===== src/rtl/nic_host_ctrl_if.sv =====
// nic_host_ctrl_if: packet source/sink handshakes, NIC CPU-side port and transfer counters
interface nic_host_ctrl_if #(parameter int PACKET_WIDTH = 64);
  logic tx_valid;
  logic tx_ready;
  logic [0:PACKET_WIDTH-1] tx_data;
  logic rx_valid;
  logic rx_ready;
  logic [0:PACKET_WIDTH-1] rx_data;
  logic [0:1] addr;
  logic [0:PACKET_WIDTH-1] d_in;
  logic [0:PACKET_WIDTH-1] d_out;
  logic nicEn;
  logic nicEnWR;
  logic [15:0] tx_count;
  logic [15:0] rx_count;
  modport slave (
    input tx_valid, tx_data, rx_ready, d_out,
    output tx_ready, rx_valid, rx_data, addr, d_in, nicEn, nicEnWR, tx_count, rx_count
  );
  modport master (
    output tx_valid, tx_data, rx_ready, d_out,
    input tx_ready, rx_valid, rx_data, addr, d_in, nicEn, nicEnWR, tx_count, rx_count
  );
endinterface


===== src/rtl/nic_host_ctrl.sv =====
// nic_host_ctrl: polls NIC status words and moves single packets between host handshakes and NIC buffers
module nic_host_ctrl #(
  parameter int PACKET_WIDTH = 64
) (
  input logic clk,
  input logic reset,
  nic_host_ctrl_if.slave bus
);
  typedef enum logic [2:0] {IDLE, TX_STAT, TX_CHK, TX_WR, RX_STAT, RX_CHK, RX_RD, RX_CAP} state_t;
  state_t r_state, w_next;
  logic r_tx_pend, r_rx_valid, r_last_tx;
  logic [0:PACKET_WIDTH-1] r_tx_buf, r_rx_data;
  logic [15:0] r_tx_count, r_rx_count;
  logic w_full, w_tx_hs, w_rx_hs, w_set_tx, w_set_rx;
  assign w_full = bus.d_out[PACKET_WIDTH-1];
  assign w_tx_hs = bus.tx_valid && !r_tx_pend;
  assign w_rx_hs = r_rx_valid && bus.rx_ready;
  assign w_set_tx = (r_state == TX_CHK && w_full) || r_state == TX_WR;
  assign w_set_rx = (r_state == RX_CHK && !w_full) || r_state == RX_CAP;
  assign bus.tx_ready = !r_tx_pend;
  assign bus.rx_valid = r_rx_valid;
  assign bus.rx_data = r_rx_data;
  assign bus.tx_count = r_tx_count;
  assign bus.rx_count = r_rx_count;
  always_ff @(posedge clk or posedge reset) begin
    if (reset) r_state <= IDLE;
    else r_state <= w_next;
  end
  // when both sides are eligible, serve the one not served last
  always_comb begin
    w_next = IDLE;
    case (r_state)
      IDLE:    w_next = (r_tx_pend && (r_rx_valid || !r_last_tx)) ? TX_STAT : !r_rx_valid ? RX_STAT : IDLE;
      TX_STAT: w_next = TX_CHK;
      TX_CHK:  w_next = w_full ? IDLE : TX_WR;
      RX_STAT: w_next = RX_CHK;
      RX_CHK:  w_next = w_full ? RX_RD : IDLE;
      RX_RD:   w_next = RX_CAP;
      default: w_next = IDLE;
    endcase
  end
  always_comb begin
    bus.nicEn = r_state inside {TX_STAT, TX_WR, RX_STAT, RX_RD};
    bus.nicEnWR = r_state == TX_WR;
    bus.addr = r_state == TX_STAT ? 2'b11 : r_state == TX_WR ? 2'b10 : r_state == RX_STAT ? 2'b01 : 2'b00;
    bus.d_in = r_state == TX_WR ? r_tx_buf : '0;
  end
  always_ff @(posedge clk or posedge reset) begin
    if (reset) begin
      r_tx_pend <= 1'b0;
      r_tx_buf <= '0;
      r_rx_valid <= 1'b0;
      r_rx_data <= '0;
      r_tx_count <= '0;
      r_rx_count <= '0;
      r_last_tx <= 1'b0;
    end else begin
      if (w_tx_hs) begin
        r_tx_buf <= bus.tx_data;
        r_tx_pend <= 1'b1;
      end else if (r_state == TX_WR) r_tx_pend <= 1'b0;
      if (r_state == RX_CAP) begin
        r_rx_data <= bus.d_out;
        r_rx_valid <= 1'b1;
      end else if (w_rx_hs) r_rx_valid <= 1'b0;
      r_tx_count <= r_tx_count + 16'(r_state == TX_WR);
      r_rx_count <= r_rx_count + 16'(r_state == RX_CAP);
      r_last_tx <= w_set_tx ? 1'b1 : w_set_rx ? 1'b0 : r_last_tx;
    end
  end
endmodule


===== src/flat_wrapper.sv =====
// flat-port wrapper written by rule: the top's interface ports become plain ports
module nic_host_ctrl_flat 
#(
  parameter int PACKET_WIDTH = 64
)
  (clk, reset, bus_tx_valid, bus_tx_data, bus_rx_ready, bus_d_out, bus_tx_ready, bus_rx_valid, bus_rx_data, bus_addr, bus_d_in, bus_nicEn, bus_nicEnWR, bus_tx_count, bus_rx_count);
  nic_host_ctrl_if #(.PACKET_WIDTH(PACKET_WIDTH)) bus_i ();
  input logic clk;
  input logic reset;
  input wire logic [$bits(bus_i.tx_valid)-1:0] bus_tx_valid;
  input wire logic [$bits(bus_i.tx_data)-1:0] bus_tx_data;
  input wire logic [$bits(bus_i.rx_ready)-1:0] bus_rx_ready;
  input wire logic [$bits(bus_i.d_out)-1:0] bus_d_out;
  output wire logic [$bits(bus_i.tx_ready)-1:0] bus_tx_ready;
  output wire logic [$bits(bus_i.rx_valid)-1:0] bus_rx_valid;
  output wire logic [$bits(bus_i.rx_data)-1:0] bus_rx_data;
  output wire logic [$bits(bus_i.addr)-1:0] bus_addr;
  output wire logic [$bits(bus_i.d_in)-1:0] bus_d_in;
  output wire logic [$bits(bus_i.nicEn)-1:0] bus_nicEn;
  output wire logic [$bits(bus_i.nicEnWR)-1:0] bus_nicEnWR;
  output wire logic [$bits(bus_i.tx_count)-1:0] bus_tx_count;
  output wire logic [$bits(bus_i.rx_count)-1:0] bus_rx_count;
  assign bus_i.tx_valid = bus_tx_valid;
  assign bus_i.tx_data = bus_tx_data;
  assign bus_i.rx_ready = bus_rx_ready;
  assign bus_i.d_out = bus_d_out;
  assign bus_tx_ready = bus_i.tx_ready;
  assign bus_rx_valid = bus_i.rx_valid;
  assign bus_rx_data = bus_i.rx_data;
  assign bus_addr = bus_i.addr;
  assign bus_d_in = bus_i.d_in;
  assign bus_nicEn = bus_i.nicEn;
  assign bus_nicEnWR = bus_i.nicEnWR;
  assign bus_tx_count = bus_i.tx_count;
  assign bus_rx_count = bus_i.rx_count;
  nic_host_ctrl #(.PACKET_WIDTH(PACKET_WIDTH)) u_core (.clk(clk), .reset(reset), .bus(bus_i));
endmodule

===== config.mk =====
export PLATFORM = sky130hd
export DESIGN_NAME = nic_host_ctrl_flat
export DESIGN_NICKNAME = d
export VERILOG_FILES = /design/src/rtl/nic_host_ctrl_if.sv /design/src/rtl/nic_host_ctrl.sv /design/src/flat_wrapper.sv
export SDC_FILE = /design/constraint.sdc
export NUM_CORES = 1
export LEC_CHECK = 0
export ABC_AREA = 1
export BUFFER_PORTS_ARGS = -buffer_cell sky130_fd_sc_hd__buf_4
export CAP_MARGIN = 20
export CELL_PAD_IN_SITES_DETAIL_PLACEMENT = 0
export CELL_PAD_IN_SITES_GLOBAL_PLACEMENT = 2
export CORE_UTILIZATION = 28
export CTS_CLUSTER_DIAMETER = 30
export DETAILED_ROUTE_END_ITERATION = 16
export MAX_ROUTING_LAYER = met4
export PLACE_DENSITY = 0.92
export RECOVER_POWER = 100
export SETUP_SLACK_MARGIN = 0.4
export SLEW_MARGIN = 30
export SYNTH_ARGS = -nofsm -noshare
export SYNTH_HDL_FRONTEND = slang
export SYNTH_SLANG_ARGS = --single-unit

===== constraint.sdc =====
create_clock -name clk -period 11.7 [get_ports clk]
set_input_delay 1.755 -clock clk [delete_from_list [all_inputs] [get_ports clk]]
set_output_delay 1.755 -clock clk [all_outputs]
set_load 0.02 [all_outputs]

==> flow_metrics.py, run 1 <==
metrics = {
    "synthesis": {
        "synthAdderAreaFrac_pct": 1.24,
        "yosysTopAreaCellShare_pct": 58.9,
        "synth_top_family_by_area": "simple AND/OR/NAND/NOR gates",
        "yosysSeqAreaShare_pct": 58.9,
        "ys_types": 22,
        "yosysTopAreaCell": "dfrtp_1",
        "synth-xor-area-share_pct": 2.24,
        "synthSimpleGateAreaFrac_pct": 24.0,
        "synthCells": 831,
        "ys_seq_elements": 166,
        "synthMuxAreaShare_pct": 0,
        "syn_area_sq_um": 7050,
        "yosys_warnings": 0,
        "syn_area_per_cell_sq_um": 8.49,
        "synth_area_leaders": "dfrtp_1 59%, nand2_1 14%, nor2_1 8.1%, inv_1 4.9%, a21oi_1 4.6%",
        "synth_nets": 970,
        "synth_compound_area_share_pct": 5.25,
    },
    "route": {
        "wl_microns": 19700,
        "drt-wirelength-per-cell_microns": 13.6,
        "vias": 6129,
        "drt_iter0_drc": 357,
        "drc_errors": 0,
        "via_per_inst": 4.22,
        "firstDrtPassIters": 4,
        "antenna_left": 0,
    },
    "sta": {
        "rsz0062_at_grt": "false",
        "timing.slew.headroom_pct": -201,
        "timing.final.crit_share_pct": 47.3,
        "fin_ws_ns": 6.16,
        "setup-violations-final": 0,
        "fin_setup_tns_ns": 0,
        "drv_slew": 429,
        "worst-slew-pin-transition_ns": 4.48,
        "max_freq_mhz": 181,
        "hold_viol_final": 0,
        "fin_crit_ns": 5.54,
        "clock_skew_ns": 0.0153,
    },
    "clocking": {
        "cts_buffers": 17,
        "cts-root-buf": "clkbuf_16",
        "cts_tree": "yes",
        "path_clk_slew_ns": 0.06,
        "cts_resized": 0,
        "clockBufferDepth": 2,
        "post-cts-setup-buffers": 0,
        "cts_sinks": 166,
        "ctsHoldBuffers": 0,
        "clkLatencyLatePin_ns": 0.42,
        "htree_levels": 4,
    },
    "setup_path": {
        "end_kind": "output pin",
        "path_buf_inv": 3,
        "path_class": "flop to output pin",
        "required_ns": 9.95,
        "critPathMostFrequentCell": "clkbuf_1",
        "crit_path_start_kind": "flop",
        "rrSetupSlack_ns": 7.25,
        "r2r_cells": 4,
        "critPathArrivalTime_ns": 3.78,
        "rr_startpoint": "u_core.r_tx_pend",
        "path_max_fanout": 61,
        "path_cells": "nand3_1 > clkbuf_1 > inv_1 > clkbuf_1",
        "reg2reg_to": "u_core.r_tx_buf[41]",
        "slowest_delay_ns": 1.96,
        "path_delay_family": "buffers and inverters",
        "critPathSlowestCell": "clkbuf_1",
    },
    "finish": {
        "fin_nets": 1255,
        "area_growth_pct": 33.9,
        "nFillCells": 2663,
        "multi_input_area_sq_um": 2300,
        "seq_area_sq_um": 4150,
        "diodes": 0,
        "final_util_pct": 38.5,
        "drive_above_1_share_pct": 14.5,
    },
    "placement": {
        "globalplace.congestion": 0.771,
        "port_buffers": 297,
        "place_ws_ns": 8.15,
        "dpl.hpwl_microns": 13900,
    },
    "global_routing": {
        "grt_pass1_vias": 6010,
        "antenna_found_initial": 0,
        "grt_pass1_wl_microns": 31600,
        "track_usage_pct": 16.2,
        "grt_overflow_total": 0,
        "grt_start_max_net_pins": 102,
    },
    "power": {
        "swShare_pct": 40.3,
        "p_sw_mw": 0.942,
        "power_frac_comb_pct": 35.6,
        "leakage_nw": 4.87,
        "ir_drop_mv": 0.0904,
        "intPower_mw": 1.39,
        "powerDensity_nw_per_um2": 247,
        "total_power_mw": 2.34,
        "clkPwrFrac_pct": 24.7,
        "seq_power_share_pct": 39.7,
    },
    "floorplan": {
        "core_sq_um": 24500,
        "initial_core_util_pct": 28.7,
        "rows": 57,
        "die_h_microns": 161,
        "ios": 298,
        "die_area_sq_um": 25800,
        "die_w_microns": 161,
    },
    "min_path": {
        "hold_end": "u_core.bus.rx_data[43]",
        "whs_path_depth": 2,
        "min_from": "u_core.bus.rx_data[43]",
        "hp-class": "flop to flop",
    },
    "outcome": {
        "failed_checks": "capacitance limit, slew limit",
        "status": "finished with violations",
    },
    "flow_run": {
        "drv_cap": 6,
    },
}
registers in the layout, summed over array words and instances, names as in the netlist:
name	count
u_core.r_state	3
u_core.r_tx_pend	1
u_core.r_last_tx	1
u_core.bus.rx_valid	1
u_core.r_tx_buf	64
u_core.bus.rx_data	64
u_core.bus.rx_count	16
u_core.bus.tx_count	16
power by group through the flow:
stage	Combinational (mW)	Clock, mW	Sequential, mW
finish	0.831	0.577	0.927
global placement	0.975	0	0.935
CTS	0.987	0.594	0.931
global route	0.938	0.618	0.956
floorplan	0.430	0	1.07
detailed placement	0.985	0	0.938
layer usage:
| metal | vias to the layer above | part of all wire, % | GRT usage, % |
|---|---|---|---|
| met1 | 2816 | 44 | 20.4 |
| met2 | 196 | 48 | 25.5 |
| li1 | 3090 | - | - |
| met5 | - | 0 | - |
| met3 | 27 | 6.0 | 3.69 |
| met4 | 0 | 1.9 | 5.62 |
worst register-to-register path, delay by kind of cell (launching register included):
| kind | cells | cell delay [ns] |
|---|---|---|
| buf+inv | 2 | 2.21 |
| simple gates | 1 | 1.30 |
| flops | 1 | 0.45 |
| compound gates | 1 | 0.26 |
layout make-up:
type                    instances  area share (%)
repair buffers                302            17.2
inverters                      95            3.79
clock inverters                12            1.50
clock buffers                  20            4.84
flip-flops and latches        166            44.0
multi-input cells             534            24.4
well taps                     324            4.29
cells in the mapped netlist (all sizes together):
| cell type | number |
|---|---|
| inv | 95 |
| o21ai | 6 |
| nand3b | 2 |
| buf | 32 |
| clkbuf | 4 |
| nor3 | 2 |
| o211ai | 2 |
| dfrtp | 166 |
| nand3 | 18 |
| a21oi | 65 |
| xnor2 | 3 |
| nand2 | 254 |
| nand4 | 7 |
| ha | 7 |
| xor2 | 15 |
| nor2 | 153 |
worst max-delay path by stage:
stage	startpoint	end	slack, ns	depth (start not counted)
2_1_floorplan	reset	u_core.bus.rx_count[0]	5.45	1
3_3_place_gp	reset	u_core.bus.rx_data[14]	8.15	3
3_5_place_dp	reset	u_core.bus.rx_count[12]	8.15	3
4_1_cts	u_core.r_state[2]	bus_nicEnWR	7.82	5
5_1_grt	u_core.r_state[0]	bus_nicEnWR	5.68	4
6_report	u_core.r_state[0]	bus_nicEnWR	6.16	4
cell families after synthesis:
group	after synthesis
and+or+nand+nor	436
AOI/OAI and AO/OA	73
adders and majority gates	7
DFF	166
xor gates and xnor gates	18
buffers and inverters	131
metrics by stage:
stage / cell area (sq um) / hold slack (ns) / std cells
final: 9440 / 0.478 / 1453
after global routing: 9440 / 0.499 / 1453
after CTS: 10100 / 0.485 / 1453
after detailed placement: 9510 / 0.466 / 1421
after global placement: 9510 / 0.463 / 1421
after floorplan: 7050 / 0.481 / 831
layout by cell type (no fill, tap or decap), drive strengths merged, types with 5 or more instances in the layout:
master	synthesis	final
xor2	15	15
clkinvlp	0	5
a21oi	65	65
nor2	153	153
o21ai	6	6
inv	95	98
buf	32	129
nand2	254	254
nand4	7	7
ha	7	7
clkbuf	4	193
nand3	18	18
dfrtp	166	166
Note: power is estimated with default switching activity, not from simulation.
==> inputs of run 2 (changes only) <==
ABC_AREA = 0   (was 1)
CORE_UTILIZATION = 27   (was 28)
PLACE_DENSITY = 0.83   (was 0.92)
clock period = 4.6 ns   (was 11.7 ns; I/O delays follow)
==> flow_metrics.py, run 2 <==
metrics = {
    "outcome": {
        "status": "finished with violations",
        "failed_checks": "capacitance limit, slew limit",
    },
    "finish": {
        "most-common-layout-cells": "189 x buf_4, 166 x dfrtp_1, 111 x clkbuf_1, 101 x mux2_2, 52 x and2_1",
        "fin_nets": 933,
        "diodes": 0,
        "area_growth_pct": 37.1,
        "final_common_cell": "buf_4",
        "drive_above_1_share_pct": 41.1,
    },
    "synthesis": {
        "synth_top_family_by_area": "multiplexers",
        "synth-xor-area-share_pct": 3.73,
        "synth_nets": 634,
        "synthSimpleGateAreaFrac_pct": 10.3,
        "yosysTopAreaCell": "dfrtp_1",
        "ys_seq_elements": 166,
        "synth_area_leaders": "dfrtp_1 59%, mux2_2 16%, and2_1 5.7%, mux2_4 4.3%, xnor2_1 2.3%",
        "syn_area_per_cell_sq_um": 14.1,
        "synth_flop_cell": "dfrtp_1",
        "yosysTopAreaCellShare_pct": 59.3,
        "synth_most_common_cell": "dfrtp_1",
        "synthAdderAreaFrac_pct": 1.25,
        "synth_top_cells_by_count": "166 x dfrtp_1, 101 x mux2_2, 64 x and2_1, 20 x mux2_4, 18 x xnor2_1",
        "yosys_warnings": 0,
        "synthMuxAreaShare_pct": 21.5,
        "synth_enable_flop_cells": 0,
        "synthCells": 495,
        "ys_types": 34,
        "yosysSeqAreaShare_pct": 59.3,
        "async_flop_share_pct": 100,
        "syn_area_sq_um": 7000,
        "synth_compound_area_share_pct": 1.18,
    },
    "flow_run": {
        "drv_cap": 3,
    },
    "sta": {
        "drv_slew": 177,
        "fin_crit_ns": 3.56,
        "timing.final.crit_share_pct": 77.4,
        "worst-slew-pin-transition_ns": 1.91,
        "hold_viol_final": 0,
        "fin_ws_ns": 1.04,
        "setup-violations-final": 0,
        "max_freq_mhz": 281,
        "rsz0062_at_grt": "false",
        "clock_skew_ns": 0.0156,
        "timing.slew.headroom_pct": -27.6,
        "fin_setup_tns_ns": 0,
    },
    "route": {
        "drc_errors": 0,
        "drt-wirelength-per-cell_microns": 15.2,
        "antenna_left": 0,
        "vias": 4809,
        "wl_microns": 17300,
        "firstDrtPassIters": 4,
        "drt_iter0_drc": 229,
        "via_per_inst": 4.23,
    },
    "power": {
        "leakage_nw": 4.43,
        "intPower_mw": 3.80,
        "ir_drop_mv": 0.280,
        "p_sw_mw": 2.22,
        "power_frac_comb_pct": 35.2,
        "seq_power_share_pct": 40.8,
        "powerDensity_nw_per_um2": 627,
        "clkPwrFrac_pct": 24.0,
        "swShare_pct": 36.9,
    },
    "clocking": {
        "cts_sinks": 166,
        "cts-root-buf": "clkbuf_16",
        "ctsHoldBuffers": 0,
        "clockBufferDepth": 2,
        "cts_tree": "yes",
        "cts_buffers": 17,
        "htree_levels": 4,
        "cts_resized": 0,
        "post-cts-setup-buffers": 0,
        "path_clk_slew_ns": 0.06,
        "clkLatencyLatePin_ns": 0.42,
    },
    "setup_path": {
        "rr_startpoint": "u_core.r_state[0]",
        "critPathArrivalTime_ns": 2.87,
        "crit_path_start_kind": "flop",
        "slowest_delay_ns": 0.80,
        "critPathSlowestCell": "clkbuf_2",
        "end_kind": "output pin",
        "path_cells": "nand2_1 > nor2_1 > clkbuf_2 > and2_1 > clkbuf_1",
        "path_max_fanout": 58,
        "rrSetupSlack_ns": 1.50,
        "r2r_cells": 4,
        "required_ns": 3.91,
        "path_class": "flop to output pin",
        "reg2reg_to": "u_core.bus.rx_data[31]",
    },
    "global_routing": {
        "grt_pass1_vias": 4912,
        "grt_start_max_net_pins": 77,
        "track_usage_pct": 13.5,
        "grt_overflow_total": 0,
        "antenna_found_initial": 0,
        "grt_pass1_wl_microns": 26500,
    },
    "floorplan": {
        "initial_core_util_pct": 27.7,
        "rows": 58,
        "die_h_microns": 163,
        "ios": 298,
        "die_area_sq_um": 26600,
        "core_sq_um": 25300,
        "die_w_microns": 163,
    },
    "min_path": {
        "min_from": "bus_rx_ready",
        "whs_path_depth": 2,
        "hold_end": "u_core.bus.rx_valid",
        "hp-class": "primary input to flop",
    },
    "placement": {
        "place_ws_ns": 2.03,
        "globalplace.congestion": 0.732,
        "port_buffers": 297,
        "dpl.hpwl_microns": 12300,
    },
}
==> run 2: cell types whose count changed after synthesis, sizes merged, moves of 4 or more <==
cell	change
nor2	-145
buf	-10
xor2	-4
inv	-87
a21oi	-61
mux2	+127
nand2	-240
xnor2	+15
nand3	-7
and2	+64
and3	+4
==> run 2: area by class of cell <==
cell class | instances | area (sq um)
Fill cell | 2576 | 15700
Clock inverter | 14 | 149
Sequential cell | 166 | 4150
Inverter | 8 | 31.3
Tap cell | 330 | 413
Timing Repair Buffer | 304 | 1860
Multi-Input combinational cell | 297 | 2570
Clock buffer | 18 | 429
==> run 2: logic make-up (layout without fill, tap and decap cells) <==
| group | Yosys count | count (layout) |
|---|---|---|
| flops | 166 | 166 |
| xor+xnor | 29 | 29 |
| fa+ha+maj | 7 | 7 |
| mux | 127 | 127 |
| compound gates | 14 | 14 |
| buf+inv | 32 | 344 |
| simple gates | 120 | 120 |
==> run 2: stage by stage <==
step                hold slack [ns]  util, %  area (sq um)  power, mW  instances
floorplan                     0.472        -          7010       4.00        495
global placement              0.459     37.7          9560       5.02       1104
detailed placement            0.467     37.7          9560       5.07       1104
CTS                           0.426     40.0         10100       6.56       1136
global route                  0.439     37.9          9600       6.42       1137
finish                        0.458     37.9          9600       6.02       1137
==> run 2: how the worst max path moves through the flow <==
stage	start	to	slack (ns)	cells after the start
global route	u_core.r_state[0]	bus_d_in[43]	0.70	5
floorplan	reset	u_core.bus.rx_count[0]	1.80	1
finish	u_core.r_state[0]	bus_d_in[43]	1.04	5
CTS	u_core.r_state[0]	bus_d_in[23]	1.56	5
global placement	u_core.r_state[0]	bus_d_in[6]	2.07	5
detailed placement	u_core.r_state[0]	bus_d_in[23]	2.03	5
==> run 2: layer usage <==
layer  share of wire, %  global-route usage (%)  up-vias
met1                 45                    17.0     2296
met2                 47                    20.9      209
met4               0.95                    4.33        0
met5                  0                       -        -
met3                7.5                    3.66        9
li1                   -                       -     2295
==> run 2: power by group through the flow <==
stage	registers (mW)	clock network, mW	logic, mW
floorplan	2.79	0	1.21
global placement	2.50	0	2.52
detailed placement	2.50	0	2.56
CTS	2.49	1.51	2.56
global route	2.55	1.56	2.30
finish	2.46	1.44	2.12
==> run 2: critical path, delay by kind of cell (launching register included) <==
kind                   cells  cell delay (ns)
buffers and inverters      2             1.03
DFF                        1             0.54
and+or+nand+nor            3             0.85
==> inputs of run 3 (changes only) <==
clock period = 3 ns   (was 4.6 ns; I/O delays follow)
==> flow_metrics.py, run 3 (synthesized netlist as in run 2, its figures left out) <==
metrics = {
    "power": {
        "ir_drop_mv": 0.446,
        "leakage_nw": 4.32,
        "powerDensity_nw_per_um2": 963,
    },
    "floorplan": {
        "die_h_microns": 163,
        "die_area_sq_um": 26600,
        "initial_core_util_pct": 27.7,
        "core_sq_um": 25300,
        "rows": 58,
        "die_w_microns": 163,
        "ios": 298,
    },
    "global_routing": {
        "grt_pass1_wl_microns": 27000,
        "antenna_found_initial": 0,
        "grt_pass1_vias": 5206,
        "track_usage_pct": 13.7,
        "grt_start_max_net_pins": 67,
        "use_met3_pct": 4.42,
        "grtUsageMet2_pct": 21.8,
        "grt_use_met1_pct": 16.5,
        "grt_overflow_total": 0,
        "top_usage_layer": "met2",
    },
    "sta": {
        "fin_crit_ns": 2.53,
        "fin_ws_ns": 0.467,
        "timing.slew.headroom_pct": 9.03,
        "max_freq_mhz": 395,
        "worst-slew-pin-transition_ns": 1.36,
        "timing.final.crit_share_pct": 84.4,
        "drv_slew": 0,
        "fin_setup_tns_ns": 0,
        "hold_viol_final": 0,
        "rsz0062_at_grt": "false",
        "setup-violations-final": 0,
        "hold_slack_ns": 0.206,
        "clock_skew_ns": 0.00844,
    },
    "placement": {
        "port_buffers": 297,
        "globalplace.congestion": 0.723,
        "dpl.hpwl_microns": 12700,
        "dp_cells": 1104,
        "place_ws_ns": 0.550,
    },
    "setup_path": {
        "rr_startpoint": "u_core.r_state[0]",
        "rrSetupSlack_ns": 0.56,
        "crit_path_start_kind": "flop",
        "path_class": "flop to output pin",
        "critPathArrivalTime_ns": 2.08,
        "path_max_fanout": 52,
        "end_kind": "output pin",
        "r2r_cells": 9,
        "required_ns": 2.55,
        "reg2reg_to": "u_core.bus.tx_count[14]",
    },
    "flow_run": {
        "drv_cap": 0,
    },
    "clocking": {
        "post-cts-setup-buffers": 2,
        "cts_sinks": 166,
        "cts_resized": 0,
        "path_clk_slew_ns": 0.07,
        "ctsHoldBuffers": 0,
        "htree_levels": 4,
        "clockBufferDepth": 2,
        "cts-root-buf": "clkbuf_16",
        "clkLatencyLatePin_ns": 0.42,
        "cts_tree": "yes",
        "cts_buffers": 17,
    },
    "outcome": {
        "status": "finished, final reports clean",
    },
    "finish": {
        "most-common-layout-cells": "166 x dfrtp_1, 164 x buf_4, 135 x clkbuf_1, 101 x mux2_2",
        "fin_nets": 935,
        "final_common_cell": "dfrtp_1",
        "area_growth_pct": 36.6,
        "final_util_pct": 37.8,
        "diodes": 0,
        "finalNonFillerCells": 1137,
        "drive_above_1_share_pct": 38.3,
    },
    "min_path": {
        "min_from": "bus_rx_ready",
        "hold_end": "u_core.bus.rx_valid",
        "hp-class": "primary input to flop",
        "whs_path_depth": 2,
    },
    "route": {
        "drc_errors": 0,
        "wl_microns": 17300,
        "antenna_left": 0,
        "drt-wirelength-per-cell_microns": 15.2,
        "drt_iter0_drc": 167,
        "vias": 4854,
        "via_per_inst": 4.27,
        "firstDrtPassIters": 4,
    },
}
-- run 3: cell types whose count changed in the layout (fill, tap and decap cells not counted), sizes merged --
cell and change:
clkinvlp +2, buf -22, bufinv +1, inv -6, clkbuf +24, clkinv +1
-- run 3: final cells by class --
class / instances / area (sq um)
multi-input combinational: 297 / 2560
fill: 2542 / 15800
clock buffer: 18 / 439
tap: 330 / 413
inverter: 8 / 31.3
sequential: 166 / 4150
clock inverter: 12 / 144
timing repair buffer: 306 / 1820
-- run 3: worst max-delay path, stage by stage (launching register included) --
cell	delay [ns]
dfrtp_1	0.54
nand2_1	0.12
nor2_1	0.32
buf_12	0.25
and2_1	0.16
clkbuf_1	0.25
-- run 3: how the worst max path moves through the flow --
stage | start | to
2_1_floorplan | reset | u_core.bus.rx_count[0]
6_report | u_core.r_state[0] | bus_d_in[30]
3_5_place_dp | u_core.r_state[0] | u_core.bus.tx_count[14]
4_1_cts | u_core.r_state[0] | bus_d_in[61]
3_3_place_gp | u_core.r_state[0] | u_core.bus.tx_count[14]
5_1_grt | u_core.r_state[0] | bus_d_in[32]
-- run 3: metrics by stage --
step | power (mW) | instance area (sq um)
finish | 9.21 | 9570
global route | 9.85 | 9570
CTS | 10.1 | 10200
detailed placement | 7.80 | 9610
global placement | 7.71 | 9610
floorplan | 6.13 | 7010
-- run 3: routing by layer --
layer / share of wire (%) / vias up
met3: 8.2 / 12
li1: - / 2296
met2: 47 / 215
met4: 1.1 / 0
met1: 43 / 2331
met5: 0 / -
-- run 3: power breakdown --
| group | total (mW) | switching, mW | leakage, nW | internal [mW] |
|---|---|---|---|---|
| combinational | 3.23 | 1.84 | 2.03 | 1.39 |
| clock | 2.22 | 0.966 | 0.276 | 1.26 |
| sequential | 3.76 | 0.545 | 2.01 | 3.21 |
